File: src/rtl/player_shot_ctrl_pkg.sv
// Shared constants and types for the player-shot engine.
// Holds the alien grid geometry (reused from the alien_group/alien_single
// side), the bullet geometry and the shot state encoding.
package player_shot_ctrl_pkg;

  // Alien sprite geometry, identical to what alien_single uses.
  localparam int ENEMY_W   = 32;
  localparam int ENEMY_H   = 24;
  localparam int SPACING_X = 16;
  localparam int SPACING_Y = 16;

  // Alien grid size and bullet geometry.
  localparam int ALIEN_ROWS   = 4;
  localparam int ALIEN_COLS   = 8;
  localparam int ALIEN_N      = ALIEN_ROWS * ALIEN_COLS;
  localparam int IDX_W        = (ALIEN_N > 1) ? $clog2(ALIEN_N) : 1;
  localparam int BULLET_W     = 4;
  localparam int BULLET_H     = 12;
  localparam int BULLET_SPEED = 8;
  localparam int SCREEN_TOP   = 0;
  localparam logic [23:0] BULLET_COLOR = 24'hFF_FF_00;

  // Distance between neighbouring alien origins.
  localparam int PITCH_X = ENEMY_W + SPACING_X;
  localparam int PITCH_Y = ENEMY_H + SPACING_Y;

  // Every screen coordinate is a signed 12-bit value.
  typedef logic signed [11:0] coord_t;

  typedef enum logic [1:0] {IDLE, FLY, SCAN, HOLD} shot_state_t;

endpackage

File: src/rtl/player_shot_ctrl_if.sv
// Bundle of frame, raster, grid and bullet signals around player_shot_ctrl.
// master : the surrounding system (drives fsync/raster/fire/grid, reads hits)
// slave  : player_shot_ctrl itself
interface player_shot_ctrl_if;
  import player_shot_ctrl_pkg::*;

  logic               fsync;
  coord_t             hpos;
  coord_t             vpos;
  logic               fire;
  coord_t             shot_x;
  coord_t             shot_y;
  coord_t             group_lhpos;
  coord_t             group_tvpos;
  logic [ALIEN_N-1:0] alien_alive;
  logic [ALIEN_N-1:0] alien_hit;
  logic               score_pulse;
  logic               bullet_live;
  coord_t             bullet_lhpos;
  coord_t             bullet_tvpos;
  logic [23:0]        pixel;
  logic               active;

  modport master (
    output fsync, hpos, vpos, fire, shot_x, shot_y, group_lhpos, group_tvpos, alien_alive,
    input  alien_hit, score_pulse, bullet_live, bullet_lhpos, bullet_tvpos, pixel, active
  );

  modport slave (
    input  fsync, hpos, vpos, fire, shot_x, shot_y, group_lhpos, group_tvpos, alien_alive,
    output alien_hit, score_pulse, bullet_live, bullet_lhpos, bullet_tvpos, pixel, active
  );

endinterface

File: src/rtl/player_shot_ctrl_box_overlap.sv
// box_overlap: combinational test of whether two axis-aligned boxes share at
// least one pixel. All edges are inclusive and compared as signed values, so
// boxes partly off the top/left of the screen still behave.
// Ports: i_a* / i_b* left, right, top, bottom edges of boxes A and B;
//        o_overlap high when the boxes intersect.
module box_overlap
  import player_shot_ctrl_pkg::*;
(
  input  coord_t i_aLh,
  input  coord_t i_aRh,
  input  coord_t i_aTv,
  input  coord_t i_aBv,
  input  coord_t i_bLh,
  input  coord_t i_bRh,
  input  coord_t i_bTv,
  input  coord_t i_bBv,
  output logic   o_overlap
);

  // Intersect on both axes; a point can be passed as a 1x1 box.
  assign o_overlap = (i_aLh <= i_bRh) && (i_bLh <= i_aRh) &&
                     (i_aTv <= i_bBv) && (i_bTv <= i_aBv);

endmodule

File: src/rtl/player_shot_ctrl.sv
// player_shot_ctrl: single player bullet. Launches on fsync && fire, climbs
// BULLET_SPEED pixels per frame, scans the alien grid one alien per cycle
// after every move and raises a one-hot alien_hit that is held through the
// next fsync so the target alien can clear itself on that frame edge.
// Ports: pixel_clk (only clock), rst (async, active high), bus (slave side
//        of player_shot_ctrl_if: frame/raster/fire/grid in, hit/bullet/pixel out).
module player_shot_ctrl
  import player_shot_ctrl_pkg::*;
(
  input logic               pixel_clk,
  input logic               rst,
  player_shot_ctrl_if.slave bus
);

  shot_state_t        r_state, w_nextState;
  coord_t             r_bulletLhpos, r_bulletTvpos, w_nextLhpos, w_nextTvpos;
  logic [IDX_W-1:0]   r_idx, w_nextIdx;
  logic [ALIEN_N-1:0] r_alienHit, w_nextAlienHit;
  logic               r_scorePulse, w_nextScorePulse;
  logic               r_bulletLive, w_nextBulletLive;

  coord_t w_newTv, w_newBottom, w_screenTop;
  coord_t w_bulletRh, w_bulletBv;
  coord_t w_alienLh, w_alienRh, w_alienTv, w_alienBv;
  int     w_row, w_col;
  logic   w_overlap, w_hit, w_miss, w_lastIdx, w_rasterIn, w_active;

  // Frame step: where the bullet would be after this fsync, and whether its
  // bottom edge would then be above the top of the screen.
  assign w_screenTop = coord_t'(SCREEN_TOP);
  assign w_newTv     = r_bulletTvpos - coord_t'(BULLET_SPEED);
  assign w_newBottom = w_newTv + coord_t'(BULLET_H - 1);
  assign w_miss      = (w_newBottom < w_screenTop);

  assign w_bulletRh = r_bulletLhpos + coord_t'(BULLET_W - 1);
  assign w_bulletBv = r_bulletTvpos + coord_t'(BULLET_H - 1);

  // Turn the scan index into the grid position of the alien under test.
  always_comb begin
    w_row = int'(r_idx) / ALIEN_COLS;
    w_col = int'(r_idx) % ALIEN_COLS;
  end

  assign w_alienLh = bus.group_lhpos + coord_t'(w_col * PITCH_X);
  assign w_alienRh = w_alienLh + coord_t'(ENEMY_W - 1);
  assign w_alienTv = bus.group_tvpos + coord_t'(w_row * PITCH_Y);
  assign w_alienBv = w_alienTv + coord_t'(ENEMY_H - 1);

  box_overlap u_alienOverlap (
    .i_aLh(r_bulletLhpos), .i_aRh(w_bulletRh), .i_aTv(r_bulletTvpos), .i_aBv(w_bulletBv),
    .i_bLh(w_alienLh),     .i_bRh(w_alienRh),  .i_bTv(w_alienTv),     .i_bBv(w_alienBv),
    .o_overlap(w_overlap)
  );

  assign w_hit     = bus.alien_alive[r_idx] && w_overlap;
  assign w_lastIdx = (r_idx == IDX_W'(ALIEN_N - 1));

  // The raster position is treated as a 1x1 box against the bullet.
  box_overlap u_rasterOverlap (
    .i_aLh(r_bulletLhpos), .i_aRh(w_bulletRh), .i_aTv(r_bulletTvpos), .i_aBv(w_bulletBv),
    .i_bLh(bus.hpos),      .i_bRh(bus.hpos),   .i_bTv(bus.vpos),      .i_bBv(bus.vpos),
    .o_overlap(w_rasterIn)
  );

  // State register.
  always_ff @(posedge pixel_clk or posedge rst) begin
    if (rst) r_state <= IDLE;
    else     r_state <= w_nextState;
  end

  // Next-state logic. An fsync during SCAN abandons the scan and is handled
  // exactly like an fsync in FLY; HOLD ignores fire so a request on the
  // clearing fsync is dropped.
  always_comb begin
    w_nextState = r_state;
    case (r_state)
      IDLE: if (bus.fsync && bus.fire) w_nextState = FLY;
      FLY:  if (bus.fsync) w_nextState = w_miss ? IDLE : SCAN;
      SCAN: begin
        if (bus.fsync)      w_nextState = w_miss ? IDLE : SCAN;
        else if (w_hit)     w_nextState = HOLD;
        else if (w_lastIdx) w_nextState = FLY;
      end
      HOLD: if (bus.fsync) w_nextState = IDLE;
      default: w_nextState = IDLE;
    endcase
  end

  // Output/datapath next values. Scanning stops at the first live overlapping
  // alien, so the lowest index wins and alien_hit is at most one-hot.
  always_comb begin
    w_nextLhpos      = r_bulletLhpos;
    w_nextTvpos      = r_bulletTvpos;
    w_nextIdx        = r_idx;
    w_nextAlienHit   = r_alienHit;
    w_nextScorePulse = 1'b0;
    w_nextBulletLive = r_bulletLive;
    case (r_state)
      IDLE: begin
        if (bus.fsync && bus.fire) begin
          w_nextLhpos      = bus.shot_x - coord_t'(BULLET_W / 2);
          w_nextTvpos      = bus.shot_y;
          w_nextBulletLive = 1'b1;
        end
      end
      FLY, SCAN: begin
        if (bus.fsync) begin
          if (w_miss) begin
            w_nextBulletLive = 1'b0;
          end else begin
            w_nextTvpos = w_newTv;
            w_nextIdx   = '0;
          end
        end else if (r_state == SCAN) begin
          if (w_hit) begin
            w_nextAlienHit        = '0;
            w_nextAlienHit[r_idx] = 1'b1;
            w_nextScorePulse      = 1'b1;
            w_nextBulletLive      = 1'b0;
          end else if (!w_lastIdx) begin
            w_nextIdx = r_idx + 1'b1;
          end
        end
      end
      HOLD: begin
        if (bus.fsync) w_nextAlienHit = '0;
      end
      default: ;
    endcase
  end

  // Datapath registers.
  always_ff @(posedge pixel_clk or posedge rst) begin
    if (rst) begin
      r_bulletLhpos <= '0;
      r_bulletTvpos <= '0;
      r_idx         <= '0;
      r_alienHit    <= '0;
      r_scorePulse  <= 1'b0;
      r_bulletLive  <= 1'b0;
    end else begin
      r_bulletLhpos <= w_nextLhpos;
      r_bulletTvpos <= w_nextTvpos;
      r_idx         <= w_nextIdx;
      r_alienHit    <= w_nextAlienHit;
      r_scorePulse  <= w_nextScorePulse;
      r_bulletLive  <= w_nextBulletLive;
    end
  end

  assign w_active         = r_bulletLive && w_rasterIn;
  assign bus.active       = w_active;
  assign bus.pixel        = w_active ? BULLET_COLOR : 24'h0;
  assign bus.alien_hit    = r_alienHit;
  assign bus.score_pulse  = r_scorePulse;
  assign bus.bullet_live  = r_bulletLive;
  assign bus.bullet_lhpos = r_bulletLhpos;
  assign bus.bullet_tvpos = r_bulletTvpos;

endmodule

File: src/flat_wrapper.sv
// flat-port wrapper written by rule: the top's interface ports become plain ports
module player_shot_ctrl_flat import player_shot_ctrl_pkg::*;
  (pixel_clk, rst, bus_fsync, bus_hpos, bus_vpos, bus_fire, bus_shot_x, bus_shot_y, bus_group_lhpos, bus_group_tvpos, bus_alien_alive, bus_alien_hit, bus_score_pulse, bus_bullet_live, bus_bullet_lhpos, bus_bullet_tvpos, bus_pixel, bus_active);
  player_shot_ctrl_if bus_i ();
  input logic pixel_clk;
  input logic rst;
  input wire logic [$bits(bus_i.fsync)-1:0] bus_fsync;
  input wire logic [$bits(bus_i.hpos)-1:0] bus_hpos;
  input wire logic [$bits(bus_i.vpos)-1:0] bus_vpos;
  input wire logic [$bits(bus_i.fire)-1:0] bus_fire;
  input wire logic [$bits(bus_i.shot_x)-1:0] bus_shot_x;
  input wire logic [$bits(bus_i.shot_y)-1:0] bus_shot_y;
  input wire logic [$bits(bus_i.group_lhpos)-1:0] bus_group_lhpos;
  input wire logic [$bits(bus_i.group_tvpos)-1:0] bus_group_tvpos;
  input wire logic [$bits(bus_i.alien_alive)-1:0] bus_alien_alive;
  output wire logic [$bits(bus_i.alien_hit)-1:0] bus_alien_hit;
  output wire logic [$bits(bus_i.score_pulse)-1:0] bus_score_pulse;
  output wire logic [$bits(bus_i.bullet_live)-1:0] bus_bullet_live;
  output wire logic [$bits(bus_i.bullet_lhpos)-1:0] bus_bullet_lhpos;
  output wire logic [$bits(bus_i.bullet_tvpos)-1:0] bus_bullet_tvpos;
  output wire logic [$bits(bus_i.pixel)-1:0] bus_pixel;
  output wire logic [$bits(bus_i.active)-1:0] bus_active;
  assign bus_i.fsync = bus_fsync;
  assign bus_i.hpos = bus_hpos;
  assign bus_i.vpos = bus_vpos;
  assign bus_i.fire = bus_fire;
  assign bus_i.shot_x = bus_shot_x;
  assign bus_i.shot_y = bus_shot_y;
  assign bus_i.group_lhpos = bus_group_lhpos;
  assign bus_i.group_tvpos = bus_group_tvpos;
  assign bus_i.alien_alive = bus_alien_alive;
  assign bus_alien_hit = bus_i.alien_hit;
  assign bus_score_pulse = bus_i.score_pulse;
  assign bus_bullet_live = bus_i.bullet_live;
  assign bus_bullet_lhpos = bus_i.bullet_lhpos;
  assign bus_bullet_tvpos = bus_i.bullet_tvpos;
  assign bus_pixel = bus_i.pixel;
  assign bus_active = bus_i.active;
  player_shot_ctrl u_core (.pixel_clk(pixel_clk), .rst(rst), .bus(bus_i));
endmodule
File: config.mk
export PLATFORM = sky130hd
export DESIGN_NAME = player_shot_ctrl_flat
export DESIGN_NICKNAME = d
export VERILOG_FILES = /design/src/rtl/player_shot_ctrl_pkg.sv /design/src/rtl/player_shot_ctrl_if.sv /design/src/rtl/player_shot_ctrl_box_overlap.sv /design/src/rtl/player_shot_ctrl.sv /design/src/flat_wrapper.sv
export SDC_FILE = /design/constraint.sdc
export NUM_CORES = 1
export LEC_CHECK = 0
export CAP_MARGIN = 40
export CORE_UTILIZATION = 50
export CTS_CLUSTER_DIAMETER = 30
export DETAILED_ROUTE_END_ITERATION = 6
export PLACE_DENSITY_LB_ADDON = 0.2
export SLEW_MARGIN = 25
export SYNTH_ARGS = -nofsm -noshare
export SYNTH_HDL_FRONTEND = slang
export SYNTH_SLANG_ARGS = --single-unit
File: constraint.sdc
create_clock -name pixel_clk -period 6.98 [get_ports pixel_clk]
set_input_delay 0.698 -clock pixel_clk [delete_from_list [all_inputs] [get_ports pixel_clk]]
set_output_delay 0.698 -clock pixel_clk [all_outputs]
set_load 0.01 [all_outputs]
Yosys cells after proc, flatten, opt, wreduce, memory -nomap -nowiden
Cells that the tools add are included.
{"block": "totals", "register_bits": 65, "inputBits": 108, "out_inout_bits": 83, "word_cells": 107}
{"block": "classes", "n_addsub": 10, "n_mul": 2, "order_cmp": 11, "eq_ne": 19, "n_mux": 37, "n_reduce_logical": 21}
{"operator": "2-to-1 mux 32 bit", "n": 4}
{"operator": "<= comparator 12 bit", "n": 8}
{"operator": "case mux 32 bit (2 select lines)", "n": 1}
{"operator": "2-to-1 mux 12 bit", "n": 3}
{"operator": "2-to-1 mux 5 bit", "n": 5}
{"operator": "adder 12 bit", "n": 2}
{"operator": "adder 12 x 5 -> 12 bit (second input constant)", "n": 2}
{"operator": "adder 12 x 6 -> 12 bit (second input constant)", "n": 2}
{"operator": "2-to-1 mux 24 bit", "n": 1}
{"operator": "case mux 12 bit (2 select lines)", "n": 1}
{"operator": "inequality test 2 bit (second input constant)", "n": 8}
{"operator": "AND reduction 5 bit", "n": 3}
{"operator": "2-to-1 mux 2 bit", "n": 7}
{"operator": "adder 12 x 3 -> 12 bit (second input constant)", "n": 1}
{"operator": "less-than comparator 12 x 1 -> 1 bit (second input constant)", "n": 1}
{"operator": "subtractor 12 x 3 -> 12 bit (second input constant)", "n": 1}
{"operator": "subtractor 12 x 5 -> 12 bit (second input constant)", "n": 1}
{"operator": "2-to-1 mux 1 bit", "n": 11}
{"operator": "logical AND 1 bit", "n": 10}
{"operator": "inequality test 3 x 2 -> 1 bit (second input constant)", "n": 3}
{"operator": "case mux 2 bit (4 select lines)", "n": 1}
{"operator": "AND reduction 4 bit", "n": 2}
{"operator": "less-than comparator 5 x 6 -> 1 bit (second input constant)", "n": 1}
{"operator": "inequality test 2 x 1 -> 1 bit (second input constant)", "n": 3}
{"operator": "15 further kinds", "n": 18}

Depth between registers and ports, before layout
{"block": "depth", "word_depth": 12, "depth_mapped": 22, "mapped_depth_nobuf": 20}

By module
A second synthesis with hierarchy kept.
{"block": "unflattened", "cells_unflattened": 961, "hier_area_um2": 7857.5}
{"mod": "player_shot_ctrl", "instances": 1, "cells_per_inst": 631, "area_each_um2": 5355.1, "seq_area_each_um2": 1626.6}
{"mod": "box_overlap", "instances": 2, "cells_per_inst": 165, "area_each_um2": 1251.2, "seq_area_each_um2": 0.0}

Worst setup path after synthesis
Ideal clock, no wire load.
{"block": "synth_timing", "kind": "register to output", "from": "reg u_core.r_bulletTvpos[3] (netlist: u_core.bus.bullet_tvpos[3])", "to": "out bus_pixel[10]", "arrival_ns": 5.193, "required_time_ns": 6.282, "slack_ns": 1.089, "stages_incl_launch_ff": 13, "n_path_buf": 1, "cell_sequence": "dfrtp_1 > inv_1 > ha_1 > a21oi_1 > nor3b_1 > nand3_1 > xor2_1 > ha_1 > a221oi_1 > o211ai_1 > and2_0 > a2111oi_0 > buf_4"}
{"block": "synth_via", "elab_chain_cells": 5, "elab_cells_between_ends": 7, "cone_classes": "add/sub: 1; order compare: 2; mux: 1; reduce/logical: 3"}
{"item": "from (decl)", "line_no": "player_shot_ctrl.sv:16", "rtl": "coord_t r_bulletLhpos, r_bulletTvpos, w_nextLhpos, w_nextTvpos;"}
{"item": "from (signal assigned)", "line_no": "player_shot_ctrl.sv:143", "rtl": "r_bulletTvpos <= w_nextTvpos;"}
{"item": "adder 12 x 5 -> 12 bit / <= comparator 12 bit (equally long branches)", "line_no": "player_shot_ctrl.sv:36, player_shot_ctrl_box_overlap.sv:22"}
{"item": "<= comparator 12 bit / logical AND 1 bit (equally long branches)", "line_no": "player_shot_ctrl_box_overlap.sv:22, player_shot_ctrl_box_overlap.sv:21"}
{"item": "logical AND 1 bit (*)", "line_no": "player_shot_ctrl_box_overlap.sv:22", "rtl": "(i_aTv <= i_bBv) && (i_bTv <= i_aBv);"}
{"item": "logical AND 1 bit (*)", "line_no": "player_shot_ctrl.sv:151", "rtl": "assign w_active = r_bulletLive && w_rasterIn;"}
{"item": "via bus_active", "line_no": "flat_wrapper.sv:22", "rtl": "output wire logic [$bits(bus_i.active)-1:0] bus_active;"}
{"item": "2-to-1 mux 24 bit (*)", "line_no": "player_shot_ctrl.sv:153", "rtl": "assign bus.pixel = w_active ? BULLET_COLOR : 24'h0;"}
{"item": "to (decl)", "line_no": "flat_wrapper.sv:21", "rtl": "output wire logic [$bits(bus_i.pixel)-1:0] bus_pixel;"}
The timed path passes the listed nets; every way through them passes the cells marked *.

Worst setup path after layout
{"block": "layout_timing", "from": "reg u_core.r_idx[0]", "to": "reg u_core.r_alienHit[10] (netlist: u_core.bus.alien_hit[10])"}
{"block": "layout_via", "elab_chain_cells": 10, "elab_cells_between_ends": 22, "cone_classes": "add/sub: 2; mul: 1; order compare: 4; eq/ne: 1; mux: 8; reduce/logical: 6"}
{"item": "from (decl)", "line_no": "player_shot_ctrl.sv:17", "rtl": "logic [IDX_W-1:0] r_idx, w_nextIdx;"}
{"item": "from (signal assigned)", "line_no": "player_shot_ctrl.sv:144", "rtl": "r_idx <= w_nextIdx;"}
{"item": "multiplier 3 x 2 -> 5 bit", "line_no": "player_shot_ctrl.sv:44", "rtl": "assign w_alienLh = bus.group_lhpos + coord_t'(w_col * PITCH_X);"}
{"item": "adder 12 bit", "line_no": "player_shot_ctrl.sv:44"}
{"item": "adder 12 x 6 -> 12 bit", "line_no": "player_shot_ctrl.sv:45", "rtl": "assign w_alienRh = w_alienLh + coord_t'(ENEMY_W - 1);"}
{"item": "<= comparator 12 bit", "line_no": "player_shot_ctrl_box_overlap.sv:21", "rtl": "assign o_overlap = (i_aLh <= i_bRh) && (i_bLh <= i_aRh) &&"}
{"item": "logical AND 1 bit (2 in series)", "line_no": "player_shot_ctrl_box_overlap.sv:21"}
{"item": "logical AND 1 bit", "line_no": "player_shot_ctrl_box_overlap.sv:22"}
{"item": "logical AND 1 bit", "line_no": "player_shot_ctrl.sv:55", "rtl": "assign w_hit = bus.alien_alive[r_idx] && w_overlap;"}
{"item": "inequality test 2 x 1 -> 1 bit (no line)"}
{"item": "AND reduction 5 bit (no line)"}
{"item": "to (signal assigned)", "line_no": "player_shot_ctrl.sv:145", "rtl": "r_alienHit <= w_nextAlienHit;"}
{"item": "to (decl)", "line_no": "player_shot_ctrl.sv:18", "rtl": "logic [ALIEN_N-1:0] r_alienHit, w_nextAlienHit;"}
Several ways; a longest one is shown, not always the timed one. The select of a mux whose other input is x is not followed.
A chain may end at the register's enable or synchronous reset.

==> impl_metrics.toml <==
[run_status]
status = "finished, final reports clean"

[final_layout]
regArea_um2 = 1630
final_layout_size_suffix_gt1_share_pct = 3.73
n_antenna_cell = 0
fin_util_pct = 67.1
fill_cells = 1170
multi_input_area_um2 = 5000
fin_nets = 1221
area_growth_pct = 30.6

[grt]
grt_pass1_wl_um = 31600
use_met2_pct = 46.7
grt_pass1_vias = 6415
antenna_found_initial = 0
grt_usage_pct = 27.2
grtUsageMet1_pct = 35.9
grtUsageMet3_pct = 3.57
overflow = 0
grt_max_degree = 54
grt-busiest-layer = "met2"

[sta]
drv_slew = 0
finalHoldViolCount = 0
tns_ns = 0
period_share_pct = 81.2
whs_ns = 0.487
rsz0062_at_grt = "no"
setup_viol = 0
min_period_ns = 5.67
skew_ns = 0.00765
slew_headroom_pct = 52.7
fmaxAchievable_mhz = 176
tightest_slew_ns = 0.710

[logic_synthesis]
ys.flop_type = "dfrtp_1"
synthMuxAreaShare_pct = 3.63
synth_top_family_by_area = "adder cells"
synth_edf_count = 0
yosysTopAreaCell = "dfrtp_1"
synthSimpleGateAreaFrac_pct = 15.5
ys_types = 63
netlist_instances = 829
synth_fa_ha_area_share_pct = 22.4
synth_compound_area_share_pct = 20.5
yosys_warnings = 0
async_reset_ff_share_pct = 100
synth-seq-area-share_pct = 22.8
synth.top_cell.area_share_pct = 22.8
synthXorXnorAreaFrac_pct = 7.60
syn_avg_cell_area_um2 = 8.60
synth_area_leaders = "dfrtp_1, ha_1, o2bb2ai_1"
synth_area_um2 = 7130
ys_ff_latch = 65

[place]
gp_congestion = 0.879
dpl.hpwl_um = 15400
portBuffers = 182

[clock_network]
postCtsResizedCells = 0
htree_levels = 3
root_buffer = "clkbuf_16"
insertion_delay_ns = 0.34
cts_tree = "built"
clkTransAtPathRegs_ns = 0.06
cts_inserted_buffers = 9
clockBufferDepth = 2
clock-sinks = 65
cts_setup_buffers = 0
ctsHoldBuffers = 0

[detailed_routing]
firstDrtPassIters = 5
via_per_inst = 5.64
drtIter0Drc = 329
vias = 6615
totalWireLength_um = 19600
drc = 0
ant_nets = 0
wire_per_inst_um = 16.8

[run]
max-cap-violations = 0

[critical_path]
reg2reg_depth = 20
crit_chain = "ha_1 > fa_1 > xor2_1 > ha_1 > inv_1 > nor2_1 > nor2_1 > xnor2_1 > nand2_1 > nor2_1 > nand3_1 > xor2_1 > ha_1 > nand4_1 > a21oi_1 > a2111oi_0 > mux2_2 > nand4_1 > a221o_2 > o2bb2ai_1"
cp.required_ns = 7.19
endpoint_kind = "flip-flop"
critPathKind = "reg2reg"
cp_max_fo = 32
critPathLaunch = "u_core.r_idx[0]$_DFFE_PP0P_"
crit_family = "compound AO/OA/AOI/OAI gates"
rr_startpoint = "u_core.r_idx[0]$_DFFE_PP0P_"
critical_path_arrival_ns = 5.88
path_buf_inv = 1
startpoint_type = "flip-flop"
cp.depth = 20
worst_path_max_delay_cell = "a221o_2"
slowest_delay_ns = 0.74

[floorplanning]
die_x_um = 121
start_util_pct = 51.4
die_height_um = 121
core_um2 = 13900
dieArea_um2 = 14700
ios = 191
rows = 43

[worst_hold_path]
hp-start = "u_core.bus.alien_hit[0]$_DFFE_PP0P_"
worst_hold_path_type = "reg2reg"
hold_depth = 1

[pwr]
powerDensity_nw_per_um2 = 384
ir_worst_vdd_mv = 0.212
leakage_nw = 4.04
-- worst reg2reg max path: stages (launching register included) --
cell and delay [ns]:
dfrtp_1 0.53, ha_1 0.34, fa_1 0.39, xor2_1 0.17
ha_1 0.31, inv_1 0.06, nor2_1 0.11, nor2_1 0.07
xnor2_1 0.31, nand2_1 0.09, nor2_1 0.16, nand3_1 0.11
xor2_1 0.17, ha_1 0.32, nand4_1 0.15, a21oi_1 0.06
a2111oi_0 0.52, mux2_2 0.27, nand4_1 0.41, a221o_2 0.74
o2bb2ai_1 0.23
-- cell type report --
| type | instances | share of cell area [%] |
|---|---|---|
| inverter | 67 | 2.70 |
| tap | 180 | 2.42 |
| clock inverter | 7 | 0.887 |
| clock buffer | 9 | 2.42 |
| multi-input combinational | 656 | 53.7 |
| timing repair buffer | 188 | 20.4 |
| sequential | 65 | 17.5 |
-- cells in the mapped netlist (all sizes together), types with 8 or more instances --
library cell	count
a21o	15
a21oi	50
buf	29
clkbuf	19
dfrtp	65
ha	123
inv	67
mux2i	18
nand2	60
nand2b	14
nand3	36
nand4	20
nor2	35
nor2b	15
nor3	12
o211ai	10
o21ai	40
o22ai	8
o2bb2ai	32
or3	8
xnor2	31
xor2	30
-- final timing paths --
| check | end | slack (ns) |
|---|---|---|
| min in group asynchronous | u_core.bus.bullet_tvpos[10]$_DFFE_PP0P_ | 0.68 |
| max | u_core.bus.alien_hit[10]$_DFFE_PP0P_ | 1.31 |
| max reg2reg | u_core.bus.alien_hit[10]$_DFFE_PP0P_ | 1.31 |
| max in group asynchronous | u_core.bus.bullet_lhpos[10]$_DFFE_PP0P_ | 5.77 |
| min | u_core.bus.alien_hit[0]$_DFFE_PP0P_ | 0.49 |
| min reg2reg | u_core.bus.alien_hit[0]$_DFFE_PP0P_ | 0.49 |
-- per-layer routing --
metal	part of all wire [%]	wire, µm	vias up
met3	5.2	1020	19
met2	48	9330	190
met1	46	9040	3098
met5	0	0	-
li1	-	-	3308
met4	1.3	257	0
-- per-stage QoR --
step | instance area [µm²] | std cells | setup slack (ns) | total power, mW
6_report | 9310 | 1172 | 1.31 | 3.57
5_1_grt | 9310 | 1172 | 0.985 | 3.90
4_1_cts | 9290 | 1170 | 1.39 | 3.56
3_5_place_dp | 8980 | 1154 | 1.30 | 3.06
3_3_place_gp | 8950 | 1153 | 1.19 | 3.00
2_1_floorplan | 7150 | 836 | 1.09 | 2.33
-- logic make-up (layout without fill, tap and decap cells) --
kind of cell               count (synthesis)  count (layout)
muxes                                     25              25
DFF                                       65              65
and+or+nand+nor                          221             221
other                                      1               8
xor gates and xnor gates                  61              61
adders and majority gates                126             126
AOI/OAI and AO/OA                        215             215
buffers and inverters                    115             271
-- power breakdown --
group / internal (mW) / switching [mW]
sequential: 0.470 / 0.266
combinational: 1.09 / 1.26
clock: 0.283 / 0.196
total: 1.85 / 1.73
-- cells in the final DEF, fill, tap and decap left out, drive strengths merged, types with 4 or more instances in the layout --
master,Yosys,layout
clkbuf,19,9
o211ai,10,10
nand4,20,20
nor2b,15,15
a21o,15,15
o21a,5,5
nor2,35,35
a211oi,7,7
dfrtp,65,65
ha,123,123
o22ai,8,8
nand3,36,36
a21oi,50,50
a31oi,5,5
o2bb2ai,32,32
xor2,30,30
inv,67,71
o21ai,40,40
nand2,60,60
nor3b,4,4
o31ai,6,6
clkdlybuf4s50,0,182
conb,1,8
xnor2,31,31
buf,29,6
mux2i,18,18
mux2,7,7
a211o,7,7
nand2b,14,14
nor3,12,12
and3,6,6
a2bb2oi,7,7
or3,8,8
-- registers in the layout, indices dropped and copies added, names as in the netlist --
name                     count
u_core.bus.alien_hit        32
u_core.bus.bullet_lhpos     12
u_core.bus.bullet_live       1
u_core.bus.bullet_tvpos     12
u_core.bus.score_pulse       1
u_core.r_idx                 5
u_core.r_state               2
Power figures use the tool's default switching activity.
